## config.mk

```make
export PLATFORM = sky130hd
export DESIGN_NAME = enokida_trace_buffer
export DESIGN_NICKNAME = d
export VERILOG_FILES = /design/src/rtl/enokida_trace_buffer.sv
export SDC_FILE = /design/constraint.sdc
export NUM_CORES = 2
export LEC_CHECK = 0
export ABC_AREA = 1
export ABC_CLOCK_PERIOD_IN_PS = 11100
export CORE_AREA = 2 2 374 376
export DETAILED_ROUTE_END_ITERATION = 8
export DIE_AREA = 0 0 376 378
export GPL_TIMING_DRIVEN = 0
export PLACE_DENSITY = 0.75
export SLEW_MARGIN = 15
export SYNTH_ARGS = -nofsm -noshare
export SYNTH_HDL_FRONTEND = slang
export SYNTH_SLANG_ARGS = --single-unit
```

## constraint.sdc

```tcl
create_clock -name clk -period 11.1 [get_ports clk]
set_clock_uncertainty 0.1 [all_clocks]
set_input_delay 1.665 -clock clk [delete_from_list [all_inputs] [get_ports clk]]
set_output_delay 1.665 -clock clk [all_outputs]
set_load 0.005 [all_outputs]
```

## src/rtl/enokida_trace_buffer.sv

```systemverilog
// Elastic trace-packet FIFO feeding the enokida_dm cache: registered head output,
// capture gating, lock-drop accounting, flush and saturating statistics.
module enokida_trace_buffer #(
  parameter int TRACE_WIDTH = 160,
  parameter int DEPTH       = 8,
  parameter int PTR_WIDTH   = 3
) (
  input  logic                   clk,
  input  logic                   rst,
  input  logic                   tracer_valid_i,
  input  logic [TRACE_WIDTH-1:0] tracer_data_i,
  input  logic                   trace_capture_enable,
  input  logic                   lock,
  input  logic                   flush_i,
  input  logic                   trace_pop_i,
  output logic [TRACE_WIDTH-1:0] trace_in,
  output logic                   trace_ready,
  output logic                   full_o,
  output logic [PTR_WIDTH:0]     occupancy_o,
  output logic [31:0]            push_count,
  output logic [31:0]            drop_count,
  output logic [PTR_WIDTH:0]     high_water
);

  localparam logic [PTR_WIDTH:0]   FULL_COUNT = (PTR_WIDTH+1)'(DEPTH);
  localparam logic [PTR_WIDTH-1:0] PTR_ONE    = PTR_WIDTH'(1);
  localparam logic [PTR_WIDTH:0]   CNT_ONE    = (PTR_WIDTH+1)'(1);

  typedef enum logic {RUN, FLUSH} state_t;

  state_t                 state, state_next;
  logic                   flush_clear;
  logic [TRACE_WIDTH-1:0] mem [DEPTH];
  logic [PTR_WIDTH-1:0]   wr_ptr, rd_ptr, rd_ptr_next;
  logic [PTR_WIDTH:0]     count_next;
  logic [TRACE_WIDTH-1:0] head_next;
  logic                   push_req, push_acc, pop_eff, drop;

  // State register
  always_ff @(posedge clk or posedge rst) begin
    if (rst) state <= RUN;
    else     state <= state_next;
  end

  // Next-state logic
  always_comb begin
    // NOTE: default assignment first so no path leaves state_next unassigned (no latch).
    state_next = state;
    case (state)
      RUN:     if (flush_i)  state_next = FLUSH;
      FLUSH:   if (!flush_i) state_next = RUN;
      default: state_next = RUN;
    endcase
  end

  // The clear lands on the edge that samples flush_i, so a one-cycle flush
  // leaves the following cycle free for normal traffic.
  always_comb begin
    flush_clear = 1'b0;
    case (state)
      RUN:     flush_clear = flush_i;
      FLUSH:   flush_clear = flush_i;
      default: flush_clear = 1'b0;
    endcase
  end

  assign trace_ready = (occupancy_o != '0);
  assign full_o      = (occupancy_o == FULL_COUNT);

  assign push_req = tracer_valid_i & trace_capture_enable;
  assign pop_eff  = trace_pop_i & trace_ready & ~flush_clear;
  assign push_acc = push_req & ~lock & (~full_o | pop_eff) & ~flush_clear;
  assign drop     = push_req & ~push_acc & ~flush_clear;

  always_comb begin
    count_next = occupancy_o;
    case ({push_acc, pop_eff})
      2'b10:   count_next = occupancy_o + CNT_ONE;
      2'b01:   count_next = occupancy_o - CNT_ONE;
      default: count_next = occupancy_o;
    endcase
  end

  assign rd_ptr_next = pop_eff ? rd_ptr + PTR_ONE : rd_ptr;

  // The new head may be the very packet being written on this edge.
  assign head_next = (push_acc && (wr_ptr == rd_ptr_next)) ? tracer_data_i : mem[rd_ptr_next];

  // NOTE: packet storage has no reset; only pointers and counts define validity.
  always_ff @(posedge clk) begin
    if (push_acc) mem[wr_ptr] <= tracer_data_i;
  end

  always_ff @(posedge clk or posedge rst) begin
    if (rst) begin
      wr_ptr      <= '0;
      rd_ptr      <= '0;
      occupancy_o <= '0;
      high_water  <= '0;
      trace_in    <= '0;
    end else if (flush_clear) begin
      wr_ptr      <= '0;
      rd_ptr      <= '0;
      occupancy_o <= '0;
      high_water  <= '0;
    end else begin
      if (push_acc) wr_ptr <= wr_ptr + PTR_ONE;
      rd_ptr      <= rd_ptr_next;
      occupancy_o <= count_next;
      if (count_next > high_water) high_water <= count_next;
      if (count_next != '0)        trace_in   <= head_next;
    end
  end

  // Statistics saturate instead of wrapping; flush leaves them alone.
  always_ff @(posedge clk or posedge rst) begin
    if (rst) begin
      push_count <= '0;
      drop_count <= '0;
    end else begin
      if (push_acc && (push_count != 32'hFFFF_FFFF)) push_count <= push_count + 32'd1;
      if (drop && (drop_count != 32'hFFFF_FFFF))     drop_count <= drop_count + 32'd1;
    end
  end

endmodule

```

Yosys cells after proc, flatten, opt, wreduce, memory -nomap -nowiden --
Memory sizes are Yosys's and may differ from the RTL's. A register that Yosys moved wholly into a read port is not among the register bits. Index checks and enable logic that the tools add are counted.
Operators by class: add/subtract/negate cells 6, $lt $le $gt $ge 1, eq/ne operators 5, mux-type cells 10, bitwise operators 13, reduce and logical (&&, ||, !) cells 7
Operator list (count):
- $add 32x1->32 const B | 2
- $ne 32x32->1 const B | 2
- $mux 3 | 4
- $mux 4 | 3
- $and 1x1->1 | 8
- $pmux 4 s2 | 1
- $reduce_bool 4->1 | 2
- $add 3x1->3 const B | 2
- $add 4x1->4 const B | 1
- $eq 4x4->1 const B | 1
- $gt 4x4->1 | 1
- $not 1->1 | 4
- $reduce_bool 2->1 | 2
- $sub 4x1->4 const B | 1
- $eq 2x1->1 const B | 1
- $eq 2x2->1 const B | 1
- $logic_and 1x1->1 | 2
- $mux 1 | 2
- $reduce_and 2->1 | 1
- $or 1x1->1 | 1
Word-level totals: register bits after elaboration 78, RAM bits 1280, bits of input ports 167, output and inout port bits 234, word-level logic and storage cells 49, memories 1
Memories:
- mem | words 8, bits a word 160, read ports 1, clocked after memory_dff 1, write ports 1, RTL line 33 | logic [TRACE_WIDTH-1:0] mem [DEPTH];

Logic depth before layout (Yosys ltp) --
word-level depth 11, gate-level depth with buffers 23, gate-level depth less buffers 22

Worst setup path before layout --
Ideal clock, no wire load.
path type in2reg, start input port flush_i, end memory mem[0][0] (enable), library setup time 682 ps, arrival time 9059 ps, data required time 10318 ps, setup slack 1259 ps, cell stages on the path 8, buffers on the path 1, cell sequence buf_4 -> inv_4 -> nand2_2 -> nand3_1 -> nand2_1 -> nor2_2 -> nand2_1 -> nor2_1
On the way: word-level cells in the longest chain between the ends 7
Ends and longest elaborated chain:
- start: declaration | RTL line 14 | input logic flush_i,
- $not 1->1 (no line) (*)
- $and 1x1->1 | RTL line 71 | assign pop_eff = trace_pop_i & trace_ready & ~flush_clear;
- $or 1x1->1 | RTL line 72 | assign push_acc = push_req & ~lock & (~full_o | pop_eff) & ~flush_clear;
- $and 1x1->1 | RTL line 72
- $and 1x1->1 (*) | RTL line 72
- $mux 1 (*) | RTL line 91 | if (push_acc) mem[wr_ptr] <= tracer_data_i;
- $mux 1 (not written as such) (*) | RTL line 91
- end: declaration | RTL line 33
Every way passes the cells marked *; elsewhere a longest branch is shown, timed or not.

Worst setup path after layout --
start input port trace_pop_i, end register trace_in[64] (read register of mem)
On the way: word-level cells in the longest chain between the ends 9, elaborated cells between the ends (all ways) 11, classes of those cells eq/ne: 2; mux: 2; bitwise: 5; reduce/logical: 2
Ends and longest elaborated chain:
- start: declaration | RTL line 15 | input logic trace_pop_i,
- $and 1x1->1 (*) (2 in series) | RTL line 71
- $or 1x1->1 | RTL line 72
- $and 1x1->1 (2 in series) | RTL line 72
- $eq 2x1->1 or $eq 2x2->1 (tied branches) | RTL line 77 | case ({push_acc, pop_eff})
- $pmux 4 s2 | RTL line 77
- $reduce_bool 4->1 | RTL line 111 | if (count_next != '0) trace_in <= head_next;
- $reduce_and 2->1 (no line)
- end: declaration | RTL line 16 | output logic [TRACE_WIDTH-1:0] trace_in,
Marks and branches as above. A chain may end at the register's enable or synchronous reset.

==> metrics.yaml <==
instances_no_fill: 9391
synth_top_area_frac: 0.559
rows: 137
drc: 0
core_area_um2: 139000
post_cts_resized: 0
place_hpwl_mm: 141
reg2reg_slack_ns: 6.12
dp_slack_ns: 4.59
worst-path-buf-inv: 6
io_pins: 401
rr_worst_depth: 20
cp_cell_sequence: "clkdlybuf4s50_1 -> nand2_2 -> nand3_1 -> nand2_1 -> nor2_2 -> inv_1 -> ha_1 -> nor2_1 -> nor2_1 -> ha_1 -> inv_1 -> o21ai_0 -> inv_1 -> nor2_1 -> nor3_1 -> nand2_2 -> buf_2 -> buf_2 -> nand2_1 -> nand2_1"
r2r_start: "occupancy_o[3]"
nets: 7610
slew_headroom: 0.408
yosysSeqAreaShare: 0.645
areaGrowthSynthToFinish_pct: 18.7
setup_viol: 0
ys_ff_latch: 1518
path_max_fanout: 10
die_x_um: 376
setup-tns-final_ns: 0
clk_pin_slew_ns: 0.06
irDropWorstVdd_uv: 119
rsz0062_at_grt: "false"
grt_pass1_wl_mm: 308
avgRoutedWirePerCell_um: 22.0
cts_tree: "done"
cp.arrival_ns: 6.53
drive_gt1_frac: 0.0814
ant_nets: 0
fin_util: 0.590
antenna_found_initial: 39
post-route-period-util: 0.531
ys_types: 33
p_leak_nw: 34.6
finalWorstSetupSlack_ns: 5.20
vias_per_cell: 5.72
startpoint_type: "primary input"
grt_usage: 0.287
cts_sinks: 1518
cp.required_ns: 11.74
vias: 53700
ys_warn_count: 0
path_delay_family: "simple AND/OR/NAND/NOR gates"
grt_max_degree: 93
clock.fmax_ghz: 0.170
path_class: "in -> reg"
rr_endpoint: "trace_in[64]"
grt_pass1_vias: 52100
drt_wl_total_mm: 207
ctsRootBufferMaster: "clkbuf_16"
cts_buffers: 157
syn_area_per_cell_um2: 10.1
syn_area_um2: 68800
slowest_stage: "buf_2"
drtIter0Drc: 6761
drv_cap: 0
dp_cells: 9082
max_stage_delay_ns: 0.66
synth.largest_area_cell: "edfxtp_1"
hp-class: "reg -> reg"
dpl-instance-area_um2: 76500
final_hold_viol_count: 0
status: "completed"
slew_violations: 0
die-area_um2: 142000
htree_levels: 4
post_synth_inst_count: 6817
worst_pin_slew_ns: 0.886
portBuffers: 399
end_kind: "flop"
min_to: "trace_in[48]"
fin_crit_ns: 5.90
postCtsHoldBufs: 0
hold-path-cell-count: 2
cts_setup_buffers: 0
ys_top_cells_by_area: "edfxtp_1 56%, nand3_1 14%, dfrtp_1 8.7%"
dr.pass1.iters: 8
syn_nets: 6993
start_util: 0.497
min_from: "trace_in[48]"
powerDensity_nw_per_um2: 169
grt-ovfl-total: 0
die_h_um: 378
worstSkewPairLatency_ns: 0.85
gp_congestion: 0.917
fin_area_um2: 81700
cts_buffer_depth: 3
how the worst max path moves through the flow:
stage                startpoint            to  depth (start not counted)  slack [ns]
floorplan               flush_i     mem[0][0]                          8        1.26
global placement    trace_pop_i    mem[3][43]                          7       -5.29
detailed placement  trace_pop_i  trace_in[64]                         20        4.59
CTS                 trace_pop_i  trace_in[64]                         20        5.43
global route        trace_pop_i  trace_in[64]                         21        5.12
finish              trace_pop_i  trace_in[64]                         20        5.20
registers in the layout, summed over array words and instances, names as in the netlist:
signal / count
high_water: 4
mem: 1280
occupancy_o: 4
push_count: 32
trace_in: 160
wr_ptr: 3
rd_ptr: 3
drop_count: 32
power breakdown:
group	total [mW]	internal (mW)	switching (mW)
Sequential	6.75	6.50	0.251
Clock	5.26	2.95	2.31
Combinational	1.79	0.863	0.929
Total	13.8	10.3	3.49
per-stage QoR:
stage / hold slack (ns) / total power [mW]
after floorplan: 0.372 / 7.49
after global placement: 0.365 / 8.60
after detailed placement: 0.364 / 8.64
after CTS: 0.380 / 13.8
after global routing: 0.400 / 14.3
final: 0.374 / 13.8
cell type report:
| cell class | count | area (um2) |
|---|---|---|
| Antenna cell | 19 | 47.5 |
| Buffer | 460 | 2230 |
| Clock buffer | 209 | 4260 |
| Clock inverter | 81 | 895 |
| Fill cell | 11100 | 56800 |
| Inverter | 1175 | 4420 |
| Multi-Input combinational cell | 3664 | 17800 |
| Sequential cell | 1518 | 44400 |
| Tap cell | 1807 | 2260 |
| Timing Repair Buffer | 458 | 5360 |
synth_stat cells, drive strengths merged:
cell type,n
nand4,180
buf,345
inv,1174
nor4,11
dfrtp,238
clkbuf,115
o21ai,19
nand3,1950
xor2,46
ha,9
o21a,1
nand3b,160
nand2,1154
a21o,1
xnor2,18
nor3b,1
and3,1
nor2,87
nor3,22
a21oi,4
clkinv,1
edfxtp,1280
per-layer routing:
metal  part of all wire  vias to the layer above  GRT usage  routed length (um)
met5             0.0011                        -          0                 226
met4              0.052                       36      0.148               10800
met3               0.11                      634     0.0705               23400
met2               0.46                     3238      0.455               95200
met1               0.37                    25600      0.367               77300
li1                   -                    24200          -                   -
worst register-to-register path, cell delays in order (launching register included):
cell,delay [ns]
dfrtp_1,0.46
inv_1,0.14
nor2_1,0.07
nand3_1,0.12
nand2_1,0.09
nor2_2,0.43
inv_1,0.19
ha_1,0.31
nor2_1,0.11
nor2_1,0.07
ha_1,0.28
inv_1,0.03
o21ai_0,0.24
inv_1,0.07
nor2_1,0.19
nor3_1,0.10
nand2_2,0.48
buf_2,0.67
buf_2,0.38
nand2_1,0.25
nand2_1,0.12
placed cells by master (no fill, tap or decap), types with 6 or more instances in the layout:
cell type and n:
edfxtp_1 1280, buf_1 39, nor4_1 11, clkinv_16 6, ha_1 9, buf_2 274
xor2_1 46, buf_12 35, nand2_1 1146, xnor2_1 18, o21ai_0 18, nand3_1 1949
nand2_2 7, inv_1 1167, bufinv_16 9, clkbuf_8 14, nand4_1 180, clkinv_1 29
nor3_1 22, nor2_4 9, dfrtp_1 238, clkdlybuf4s50_1 399, inv_16 6, clkinv_2 20
buf_16 24, diode_2 19, buf_4 21, nor2_1 76, clkbuf_16 157, clkbuf_1 153
buf_6 11, clkinvlp_4 7, nand3b_1 160
kinds of logic after synthesis:
family	share of synthesized area
compound gates	0.00189
xor+xnor	0.00815
fa+ha+maj	0.00164
buf+inv	0.0965
flops	0.645
simple gates	0.247
Power figures use the tool's default switching activity.
